### src/rtl/imm_encoder_pkg.sv
// Shared constants and types for the immediate encoder.
// Format-select values are shared with the decode-side immediate generator.
package imm_pkg;

  // Format selects
  localparam logic [2:0] IMM_I = 3'b000;
  localparam logic [2:0] IMM_U = 3'b001;
  localparam logic [2:0] IMM_S = 3'b010;
  localparam logic [2:0] IMM_B = 3'b011;
  localparam logic [2:0] IMM_J = 3'b100;

  // Opcodes used by the load-immediate expansion
  localparam logic [6:0] OP_LUI   = 7'b0110111;
  localparam logic [6:0] OP_OPIMM = 7'b0010011;

  // Encoder FSM: IDLE accepts requests, LI_HI holds the pending ADDI
  typedef enum logic {
    ST_IDLE  = 1'b0,
    ST_LI_HI = 1'b1
  } enc_state_e;

  // One output word and its error flag
  typedef struct packed {
    logic [31:0] instr;
    logic        err;
  } enc_word_t;

  // True when v is the sign extension of its low 'bits' bits
  function automatic logic fits_signed(input logic [31:0] v, input int bits);
    logic ok;
    ok = 1'b1;
    for (int i = 0; i < 32; i++)
      if (i >= bits && v[i] != v[bits-1]) ok = 1'b0;
    return ok;
  endfunction

endpackage

### src/rtl/imm_pack.sv
// Combinational RV32I field packing plus immediate range check.
// An illegal format select yields NOP_INSTR with err set.
module imm_pack
  import imm_pkg::*;
#(
  parameter logic [31:0] NOP_INSTR = 32'h0000_0013
) (
  input  logic [2:0]  extop,
  input  logic [6:0]  opcode,
  input  logic [2:0]  funct3,
  input  logic [4:0]  rd,
  input  logic [4:0]  rs1,
  input  logic [4:0]  rs2,
  input  logic [31:0] imm,
  output logic [31:0] instr,
  output logic        err
);

  // Pack fields by format; out-of-range immediates are truncated but flagged
  always_comb begin
    instr = NOP_INSTR;
    err   = 1'b1;
    case (extop)
      IMM_I: begin
        instr = {imm[11:0], rs1, funct3, rd, opcode};
        err   = !fits_signed(imm, 12);
      end
      IMM_S: begin
        instr = {imm[11:5], rs2, rs1, funct3, imm[4:0], opcode};
        err   = !fits_signed(imm, 12);
      end
      IMM_B: begin
        instr = {imm[12], imm[10:5], rs2, rs1, funct3, imm[4:1], imm[11], opcode};
        err   = imm[0] || !fits_signed(imm, 13);
      end
      IMM_U: begin
        instr = {imm[31:12], rd, opcode};
        err   = (imm[11:0] != 12'd0);
      end
      IMM_J: begin
        instr = {imm[20], imm[10:1], imm[11], imm[19:12], rd, opcode};
        err   = imm[0] || !fits_signed(imm, 21);
      end
      default: begin
        instr = NOP_INSTR;
        err   = 1'b1;
      end
    endcase
  end

endmodule

### src/rtl/imm_encoder.sv
// Immediate encoder: packs request fields into RV32I words behind a
// valid/ready handshake, expanding the load-immediate pseudo-op into
// ADDI and/or LUI. Optional stats counters under IMM_ENC_STATS_EN.
module imm_encoder
  import imm_pkg::*;
#(
  parameter bit          LI_SUPPORT = 1'b1,
  parameter logic [31:0] NOP_INSTR  = 32'h0000_0013
) (
  input  logic        clk,
  input  logic        rst_n,
  input  logic        req_valid,
  output logic        req_ready,
  input  logic [2:0]  req_extop,
  input  logic [6:0]  req_opcode,
  input  logic [2:0]  req_funct3,
  input  logic [4:0]  req_rd,
  input  logic [4:0]  req_rs1,
  input  logic [4:0]  req_rs2,
  input  logic [31:0] req_imm,
  input  logic        req_li,
  output logic        out_valid,
  input  logic        out_ready,
  output logic [31:0] out_instr,
`ifdef IMM_ENC_STATS_EN
  output logic [15:0] stat_words,
  output logic [15:0] stat_errs,
`endif
  output logic        out_err
);

  enc_state_e  state;
  logic [31:0] addi_q;
  logic [31:0] pk_instr;
  logic        pk_err;
  logic        accept;
  logic        out_hs;
  enc_word_t   first_w;
  logic        two_word;
  logic [31:0] addi_nxt;
  logic [19:0] li_hi;

  imm_pack #(.NOP_INSTR(NOP_INSTR)) u_pack (
    .extop  (req_extop),
    .opcode (req_opcode),
    .funct3 (req_funct3),
    .rd     (req_rd),
    .rs1    (req_rs1),
    .rs2    (req_rs2),
    .imm    (req_imm),
    .instr  (pk_instr),
    .err    (pk_err)
  );

  assign req_ready = rst_n && (state == ST_IDLE) && (!out_valid || out_ready);
  assign accept    = req_valid && req_ready;
  assign out_hs    = out_valid && out_ready;

  // LUI upper part rounds up when ADDI's sign-extended low half is negative
  assign li_hi    = req_imm[31:12] + {19'd0, req_imm[11]};
  assign addi_nxt = {req_imm[11:0], req_rd, 3'b000, req_rd, OP_OPIMM};

  // Select the first word to emit and whether an ADDI must follow
  always_comb begin
    first_w  = '{instr: pk_instr, err: pk_err};
    two_word = 1'b0;
    if (LI_SUPPORT && req_li) begin
      if (fits_signed(req_imm, 12)) begin
        first_w = '{instr: {req_imm[11:0], 5'd0, 3'b000, req_rd, OP_OPIMM}, err: 1'b0};
      end else if (req_imm[11:0] == 12'd0) begin
        first_w = '{instr: {req_imm[31:12], req_rd, OP_LUI}, err: 1'b0};
      end else begin
        first_w  = '{instr: {li_hi, req_rd, OP_LUI}, err: 1'b0};
        two_word = 1'b1;
      end
    end
  end

  // Output register and FSM; the pending ADDI replaces LUI on its handshake
  always_ff @(posedge clk) begin
    if (!rst_n) begin
      state     <= ST_IDLE;
      out_valid <= 1'b0;
      out_instr <= 32'd0;
      out_err   <= 1'b0;
      addi_q    <= 32'd0;
    end else if (accept) begin
      out_valid <= 1'b1;
      out_instr <= first_w.instr;
      out_err   <= first_w.err;
      if (two_word) begin
        state  <= ST_LI_HI;
        addi_q <= addi_nxt;
      end
    end else if (out_hs) begin
      if (state == ST_LI_HI) begin
        out_instr <= addi_q;
        out_err   <= 1'b0;
        state     <= ST_IDLE;
      end else begin
        out_valid <= 1'b0;
      end
    end
  end

`ifdef IMM_ENC_STATS_EN
  // Saturating counts of output handshakes and of flagged words
  always_ff @(posedge clk) begin
    if (!rst_n) begin
      stat_words <= 16'd0;
      stat_errs  <= 16'd0;
    end else if (out_hs) begin
      if (stat_words != 16'hFFFF) stat_words <= stat_words + 16'd1;
      if (out_err && stat_errs != 16'hFFFF) stat_errs <= stat_errs + 16'd1;
    end
  end
`endif

endmodule

### config.mk
export PLATFORM = sky130hd
export DESIGN_NAME = imm_encoder
export DESIGN_NICKNAME = d
export VERILOG_FILES = /design/src/rtl/imm_encoder_pkg.sv /design/src/rtl/imm_pack.sv /design/src/rtl/imm_encoder.sv
export SDC_FILE = /design/constraint.sdc
export NUM_CORES = 1
export LEC_CHECK = 0
export BUFFER_PORTS_ARGS = -buffer_cell sky130_fd_sc_hd__buf_4
export CORE_MARGIN = 2
export CORE_UTILIZATION = 45
export CTS_CLUSTER_SIZE = 25
export DETAILED_ROUTE_END_ITERATION = 16
export GPL_TIMING_DRIVEN = 1
export PLACE_DENSITY = 0.83
export SYNTH_ARGS = -nofsm -noshare
export SYNTH_HDL_FRONTEND = slang
export SYNTH_SLANG_ARGS = --single-unit
export TNS_END_PERCENT = 30
### constraint.sdc
create_clock -name clk -period 1.66 [get_ports clk]
set_clock_uncertainty 0.1 [all_clocks]
set_input_delay 0.083 -clock clk [delete_from_list [all_inputs] [get_ports clk]]
set_output_delay 0.083 -clock clk [all_outputs]
set_load 0.05 [all_outputs]
==> metrics.yaml <==
r2r_setup_slack_ns: -0.1
r2r_end: "addi_q[22]"
preCtsSetupSlack_ns: -0.233
antenna_cells: 0
htreeDepth: 2
gp_congestion: 1.02
drive_above_1_share_pct: 39.0
slew-limit-headroom_pct: 70.3
ys_ff_latch: 53
path_max_fanout: 5
synth_seq_area_share_pct: 31.1
grt_pass1_vias: 4461
cts_tree: "yes"
gr-total-overflow: 0
period_needed_ns: 1.76
clock_sinks: 53
drt_iter0_drc: 537
synth_edf_count: 0
drc: 0
drt-vias-per-instance: 6.21
cp-end-kind: "flop"
dp_hpwl_mm: 10.5
worst-slew-pin-transition_ns: 0.446
worstHoldStart: "req_imm[8]"
fin_crit_sh_pct: 106
num_io_pins: 100
netlist.area_leader.share_pct: 31.1
setup_slack_ns: -0.0997
synth_top_area_cell: "dfxtp_1"
syn2layout_area_growth_pct: 58.9
numCtsBuffers: 5
p_total_mw: 3.57
routedWlPerCell_um: 19.7
worstReg2RegStart: "state"
vias: 4586
core.rowCount: 31
setup_tns_ns: -1.27
min_to: "addi_q[28]"
clk_latency_ns: 0.32
min_path_cells: 4
antenna_found_initial: 0
grt_max_degree: 35
max_freq_mhz: 568
path_class: "reg2reg"
wl_mm: 14.5
violations: "setup timing"
start_kind: "flop"
cp.required_ns: 1.77
p_leak_nw: 2.43
crit_arrival_ns: 1.87
drv_cap: 0
die_w_um: 91.1
detail-route-antenna-nets: 0
syn_inst: 439
powerDensity_nw_per_um2: 659
finalSetupViolCount: 17
syn_area_um2: 3410
holdCritPathClass: "in2reg"
grt_pass1_wl_mm: 22.0
outcome: "finished, violations left"
initial_core_util_pct: 46.8
hold_violations: 0
rsz0062_at_grt: "true"
yosys.cell_types.count: 63
vdd_drop_max_mv: 0.441
die_h_um: 91.1
finalInstanceArea_um2: 5430
port_buffers: 99
cts_max_path_buffers: 2
nNetsFinal: 706
slew_violations: 0
final_common_cell: "buf_4"
coreArea_um2: 7290
synthTopCellsByArea: "dfxtp_1 (31%), mux2i_1 (7.3%), nand2_1 (5.4%)"
clk_pin_slew_ns: 0.11
reg2regPathDepth: 8
postSynthAreaPerCell_um2: 7.78
synth_async_sr_flop_share_pct: 0
grt_use_total_pct: 33.0
placed_area_um2: 4970
ys_dominant_reg_cell: "dfxtp_1"
firstDrtPassIters: 6
final_util_pct: 74.4
cts_root_buf: "clkbuf_8"
layout_common_cells: "buf_4 (194), dfxtp_1 (51), nand2_1 (46), nor2_1 (46), a21oi_1 (32)"
ys_warn_count: 0
die_area_um2: 8300
synth_fp_nets: 507
## repair_timing
item                                   in CTS  in global routing
hold buffers                               14                  0
endpoints found under the hold margin      19                  0
gates resized for setup                     8                 23
cloned                                      0                  3
setup endpoints to repair                  13                 38
buffers inserted                            0                  3
pin swaps                                   0                  9
## logic make-up (layout without fill, tap and decap cells)
kind of cell	count (synthesis)	after routing	share of synthesized area [%]
compound gates	129	129	24.8
buf+inv	33	233	4.62
fa+ha+maj	3	3	1.10
mux	27	27	7.99
xor+xnor	17	17	4.36
flops	53	53	31.1
simple gates	177	177	26.1
## synthesized netlist by cell type, types with 6 or more instances
| cell | n |
|---|---|
| xnor2_1 | 15 |
| inv_1 | 6 |
| a21oi_1 | 33 |
| nor2b_1 | 9 |
| nand2_1 | 49 |
| o21ai_0 | 25 |
| dfxtp_1 | 53 |
| o22ai_1 | 10 |
| a22oi_1 | 13 |
| nor4_1 | 7 |
| and3_1 | 7 |
| nand3_1 | 15 |
| nor2_1 | 49 |
| a31oi_1 | 8 |
| clkbuf_1 | 21 |
| nand4_1 | 11 |
| mux2i_1 | 25 |
## layout make-up
type                       instances  area, um2
multi-input combinational        353       2320
fill                             565       1870
timing repair buffer             218       1770
sequential                        53       1070
tap                               99        124
clock buffer                       5       68.8
clock inverter                     3       43.8
inverter                           7       26.3
## per-layer routing
layer / share of wire [%] / up-vias / wire [um] / GRT usage [%]
li1: - / 2032 / - / -
met1: 38 / 2150 / 5450 / 40.0
met2: 48 / 331 / 6940 / 56.3
met3: 9.8 / 73 / 1420 / 6.56
met4: 4.9 / 0 / 708 / 14.5
met5: 0 / - / 0 / 0
## per-stage QoR
stage               hold WS (ns)  cells
floorplan                  0.123    439
global placement           0.217    710
detailed placement         0.222    710
CTS                       0.0188    732
global route              0.0375    738
finish                    0.0104    738
## state kept, by name (all words and copies together), names as in the netlist
signal     flops
out_err        1
out_instr     32
out_valid      1
state          1
addi_q        18
## power breakdown
part | internal [mW] | total [mW] | switching, mW | leakage, nW
registers | 1.35 | 1.40 | 0.0516 | 0.434
clock network | 0.454 | 0.956 | 0.502 | 0.0585
logic | 0.522 | 1.22 | 0.696 | 1.94
total | 2.32 | 3.57 | 1.25 | 2.43
## how the worst max path moves through the flow
stage / start / endpoint / slack (ns) / depth (start not counted)
2_1_floorplan: req_imm[19] / addi_q[26] / -0.009 / 8
4_1_cts: state / out_instr[22] / 0.01 / 8
3_3_place_gp: req_imm[11] / out_instr[28] / -0.23 / 9
6_report: state / addi_q[22] / -0.1 / 8
5_1_grt: state / addi_q[22] / -0.15 / 8
3_5_place_dp: req_imm[19] / out_instr[5] / -0.23 / 8
## critical path, cell delays in order, from the launching register on
cell	delay [ns]
dfxtp_2	0.35
nor2b_4	0.14
buf_6	0.12
nand3_4	0.09
nor2_4	0.16
nand4_4	0.21
buf_12	0.23
mux2i_2	0.17
nor2_1	0.06
(Power assumes the default switching activity.)
